**config.mk**
```make
export PLATFORM = sky130hd
export DESIGN_NAME = multibank_saturator
export DESIGN_NICKNAME = d
export VERILOG_FILES = /design/src/rtl/multibank_saturator.sv
export SDC_FILE = /design/constraint.sdc
export NUM_CORES = 1
export LEC_CHECK = 0
export CAP_MARGIN = 20
export CORE_UTILIZATION = 55
export DETAILED_ROUTE_END_ITERATION = 8
export PLACE_DENSITY = 0.82
export SYNTH_ARGS = -nofsm -noshare
export SYNTH_HDL_FRONTEND = slang
export SYNTH_SLANG_ARGS = --single-unit
```
**constraint.sdc**
```tcl
create_clock -name clk -period 2.9 [get_ports clk]
set_input_delay 0.58 -clock clk [delete_from_list [all_inputs] [get_ports clk]]
set_output_delay 0.58 -clock clk [all_outputs]
set_load 0.005 [all_outputs]
```
**src/rtl/multibank_saturator.sv**
```systemverilog
// multibank_saturator
//
// Two-stage streaming rescaler. Each accepted sample is right-shifted by a
// bank-selected amount (with optional round-half-up), clamped into OUT_W
// signed bits, and optionally converted to offset binary. Samples flagged
// with an upstream error are forced to midscale and never count as clipped.
// A 16-bit saturating counter tracks how many good samples were clipped.
//
// Ports
//   clk               single clock
//   reset_n           asynchronous active-low reset
//   sel               bank select, sampled only on ast_sink_valid cycles
//   ast_sink_data     signed input sample (IN_W bits)
//   ast_sink_valid    input sample strobe, no backpressure
//   ast_sink_error    upstream error, travels with its sample
//   clip_clear        synchronous clear of clip_count, wins over a clip
//   ast_source_data   scaled and saturated sample (OUT_W bits)
//   ast_source_valid  output strobe, two cycles after the input strobe
//   ast_source_error  error forwarded alongside its sample
//   clip_count        saturating count of clipped samples

module multibank_saturator #(
    parameter int                 IN_W       = 35,
    parameter int                 OUT_W      = 12,
    parameter int                 BANKS      = 4,
    parameter int                 SEL_W      = 2,
    parameter logic [8*BANKS-1:0] SHIFTS     = {8'd23, 8'd22, 8'd21, 8'd20},
    parameter int                 ROUND      = 1,
    parameter int                 OFFSET_BIN = 1
) (
    input  logic             clk,
    input  logic             reset_n,
    input  logic [SEL_W-1:0] sel,
    input  logic [IN_W-1:0]  ast_sink_data,
    input  logic             ast_sink_valid,
    input  logic [1:0]       ast_sink_error,
    input  logic             clip_clear,
    output logic [OUT_W-1:0] ast_source_data,
    output logic             ast_source_valid,
    output logic [1:0]       ast_source_error,
    output logic [15:0]      clip_count
);

    // Stage-1 arithmetic is one bit wider than the input so that adding the
    // rounding bias to the most positive sample cannot overflow.
    localparam int SW = IN_W + 1;

    localparam logic [SEL_W:0]       BANKS_LIM = (SEL_W + 1)'(BANKS);
    localparam logic [SEL_W-1:0]     LAST_BANK = SEL_W'(BANKS - 1);
    localparam logic [7:0]           IN_W_U8   = 8'(IN_W);
    localparam logic signed [SW-1:0] ONE       = SW'(1);

    localparam logic signed [SW-1:0] CLAMP_MAX = {{(SW - OUT_W + 1){1'b0}}, {(OUT_W - 1){1'b1}}};
    localparam logic signed [SW-1:0] CLAMP_MIN = {{(SW - OUT_W + 1){1'b1}}, {(OUT_W - 1){1'b0}}};

    // In offset binary the MSB flip mask and the midscale code are the same
    // word (100...0); in two's complement both are zero.
    localparam logic [OUT_W-1:0] MSB_FLIP = (OFFSET_BIN != 0) ? {1'b1, {(OUT_W - 1){1'b0}}} : '0;
    localparam logic [OUT_W-1:0] MIDSCALE = MSB_FLIP;

    logic [SEL_W-1:0]     bank_idx;
    logic [7:0]           shift_amt;
    logic signed [SW-1:0] din_ext;
    logic signed [SW-1:0] bias;
    logic signed [SW-1:0] biased;
    logic signed [SW-1:0] s_next;

    logic                 valid_s1;
    logic signed [SW-1:0] s_s1;
    logic [1:0]           error_s1;

    logic                 over_hi;
    logic                 under_lo;
    logic signed [SW-1:0] clamped;
    logic [OUT_W-1:0]     out_word;
    logic                 clip_hit;

    // Out-of-range selects fall back to the last bank, then the shift for
    // that bank is pulled out of the packed SHIFTS table.
    always_comb begin
        bank_idx  = sel;
        shift_amt = 8'd0;
        if ({1'b0, sel} >= BANKS_LIM) begin
            bank_idx = LAST_BANK;
        end
        for (int b = 0; b < BANKS; b++) begin
            if (bank_idx == SEL_W'(b)) begin
                shift_amt = SHIFTS[8*b +: 8];
            end
        end
    end

    // Rounding adds half an output LSB before the arithmetic shift. Shifts
    // at or beyond the input width collapse to the sign extension, which the
    // shifter alone would not guarantee once the bias is added.
    always_comb begin
        din_ext = $signed({ast_sink_data[IN_W-1], ast_sink_data});
        bias    = '0;
        if (ROUND != 0 && shift_amt != 8'd0 && shift_amt < IN_W_U8) begin
            bias = ONE << (shift_amt - 8'd1);
        end
        biased = din_ext + bias;
        if (shift_amt >= IN_W_U8) begin
            s_next = {SW{ast_sink_data[IN_W-1]}};
        end else begin
            s_next = biased >>> shift_amt;
        end
    end

    // Stage 1 register: the scaled value and its error are captured only on
    // valid cycles, so later sel or data changes cannot touch this sample.
    always_ff @(posedge clk or negedge reset_n) begin
        if (!reset_n) begin
            valid_s1 <= 1'b0;
            s_s1     <= '0;
            error_s1 <= 2'b00;
        end else begin
            valid_s1 <= ast_sink_valid;
            if (ast_sink_valid) begin
                s_s1     <= s_next;
                error_s1 <= ast_sink_error;
            end
        end
    end

    // Clamp to the OUT_W signed range, apply the output coding, and force
    // errored samples to midscale. Errored samples never register as clips.
    always_comb begin
        over_hi  = (s_s1 > CLAMP_MAX);
        under_lo = (s_s1 < CLAMP_MIN);
        clamped  = s_s1;
        if (over_hi) begin
            clamped = CLAMP_MAX;
        end else if (under_lo) begin
            clamped = CLAMP_MIN;
        end
        out_word = clamped[OUT_W-1:0] ^ MSB_FLIP;
        if (error_s1 != 2'b00) begin
            out_word = MIDSCALE;
        end
        clip_hit = valid_s1 && (over_hi || under_lo) && (error_s1 == 2'b00);
    end

    // Stage 2 register: data and error only move with a valid sample and
    // otherwise hold their last value.
    always_ff @(posedge clk or negedge reset_n) begin
        if (!reset_n) begin
            ast_source_valid <= 1'b0;
            ast_source_data  <= MIDSCALE;
            ast_source_error <= 2'b00;
        end else begin
            ast_source_valid <= valid_s1;
            if (valid_s1) begin
                ast_source_data  <= out_word;
                ast_source_error <= error_s1;
            end
        end
    end

    // The clip counter steps on the same edge that presents the clipped
    // sample, sticks at all-ones, and a clear on that edge takes priority.
    always_ff @(posedge clk or negedge reset_n) begin
        if (!reset_n) begin
            clip_count <= 16'h0000;
        end else if (clip_clear) begin
            clip_count <= 16'h0000;
        end else if (clip_hit && clip_count != 16'hFFFF) begin
            clip_count <= clip_count + 16'h0001;
        end
    end

endmodule

```
==> qor.txt <==
Most frequent cell after synthesis: nor2_1
Met3 WL: 483 um
Antenna Nets Post-Route: 0
Setup WS pre-CTS: -723 ps
Power consumption: 2.84 mW
Startpoint Class: primary input
Number of synthesized flops with an enable pin: 0
Distinct cells, synth: 63
Max-Cap Viols: 0
Synth Area in Compound Gates: 20.7%
# DRC: 0
Hold Crit Class: primary input to asynchronous set/reset pin
Hold_buf cts: 0
Max layer used: met4
Synth area leaders: dfrtp_1, ha_1, nor2_1
Max-slew violations: 0
# IOs: 74
Worst setup EP type: register
Placed Cells: 770
Met1 Wirelength: 5240 um
Clock Skews: 10.8 ps
Commonest cells in the netlist: nor2_1, dfrtp_1, nand2_1
H-Tree Depth: 3
Drt first pass iters: 5
Initial drt markers: 221
Final core utilization: 74.7%
Post-synthesis mux area share: 2.90%
RSZ-0062 raised after global routing: yes
Layout area overhead: 30.7%
Tot GR Track Use: 27.8%
Synth Area in Simple Gates: 20.9%
Critical Path Source: ast_sink_data[21]
Slew HR: 62.2%
Synth Instances: 543
Metal2 WL: 5640 um
Critical Path RT: 3110 ps
Dominant synthesized flop cell: dfrtp_1
Critical path data arrival time: 3090 ps
Layout Nets: 756
Leakage: 2.67 nW
Port buffer count: 72
Worst-Margin Slew: 566 ps
Synth async-reset ratio: 100%
Finished Layout Cells: 787
Routed vias: 4,588
Xor and xnor area share after synthesis: 4.43%
Synth top area share: 36.4%
Yosys reg bits: 70
Vert. Die Dim: 94.9 um
Clk Latency, worst-skew pair: 350 ps
Syn avg cell area: 8.74 um^2
Chip width: 94.9 um
Vias in the first global route: 4,425
Yosys warnings: 0
Sequential area share after synthesis: 36.9%
Num rows: 33
ANT cells: 0
Dpl hpwl: 8920 um
Launch point of the worst reg-to-reg path: clip_count[3]
Mapped Area: 4740 um^2
Largest family of logic cells by synthesized area: simple AND/OR/NAND/NOR gates
Crit Path Max Fanout: 4
Root Buffer: clkbuf_8
Final worst-path setup slack: 17.2 ps
Hold WS: 21.0 ps
Setup CP Type: primary input to register
Final Wtd Congestion: 0.913
Period utilization: 99.4%
Largest net degree at the start of global routing: 70
Max frequency: 347 MHz
Post-Synth Adder-Cell Area: 9.65%
Clock tree buffer depth: 2
CTS tree: yes
TritonCTS buffer count: 9
DIE AREA: 9000 um^2
Via density: 5.83
Peak supply drop: 219 uV
CTS Sinks: 70
Share of cells above drive strength 1: 13.8%
Biggest area consumer among synthesized cells: dfrtp_1
Min cycle time layout: 2880 ps
Initial Util: 57.2%
Grt total ovfl: 0
Final hold violation count: 0
Routed wire length: 11,600 um
Antenna violations before repair: 0
First-pass GRT wire length: 19,900 um
Setup violators final: 0
Area of the core: 8300 um^2
Routed len/inst: 14.8 um
Reg clk slew, reported paths: 70 ps
Power density over cell area: 458 nW/um^2
Status: complete, no violations
==> placed cells by master, fill, tap and decap left out, types with 13 or more instances in the layout <==
cell	count
nor2_1	90
dfrtp_1	69
clkdlybuf4s50_1	67
nand2_1	46
a21oi_1	41
buf_4	39
conb_1	32
ha_1	32
o21ai_0	24
inv_1	16
nand4_1	16
xor2_1	14
o22ai_1	13
==> worst paths after layout <==
check	endpoint	slack (ps)	depth (start not counted)
max in group asynchronous	ast_source_data[11]	2310	2
worst max-delay path	s_s1[2]	20	10
worst min-delay path	clip_count[11]	20	1
min in group clk	ast_source_error[0]	510	1
worst max register to register	clip_count[13]	290	8
worst min register to register	ast_source_error[0]	510	1
==> registers in the layout, summed over array words and instances, names as in the netlist <==
register,count
clip_count,16
ast_source_valid,1
ast_source_data,12
ast_source_error,2
error_s1,2
valid_s1,1
s_s1,36
==> critical path, cell delays in order <==
cell and delay, ps:
clkdlybuf4s50_1 510, ha_4 220, a21o_2 230, a221o_1 360
or3_2 480, mux2i_2 180, buf_4 140, nor3_1 40
a21oi_1 190, o221ai_1 150
==> power breakdown <==
part           switching (mW)  internal [mW]
Combinational           0.396          0.383
Clock                   0.375          0.513
Sequential             0.0852           1.09
==> per-layer routing <==
metal  vias up  track usage, %
li1       2223               -
met1      2190            35.3
met2       151            48.1
met3        24            4.19
met4         0            9.34
met5         -               0
==> area by class of cell <==
class	count	area, um^2
timing repair buffer	113	1040
clock inverter	6	93.8
sequential	70	1750
clock buffer	10	138
tap	105	131
multi-input combinational	465	2980
inverter	18	70.1
fill	597	2100
==> stage by stage <==
step,instance area (um^2),setup TNS (ps)
global route,6200,-34.4
floorplan,4960,-706
CTS,6190,0
global placement,5950,-18030
finish,6200,0
detailed placement,5950,-18840
==> repair_timing <==
action | CTS | global route
pin swaps | 2 | 2
setup buffers | 1 | 0
endpoints found under the setup margin | 35 | 11
gates resized for setup | 9 | 6
==> kinds of logic after synthesis <==
group                    count (synthesis)
AO/OA/AOI/OAI                          148
XOR/XNOR                                24
adder cells (fa/ha/maj)                 36
buffers and inverters                   38
flip-flops                              70
multiplexers                            13
other                                    2
AND/OR/NAND/NOR                        212
Power figures use the tool's default switching activity.
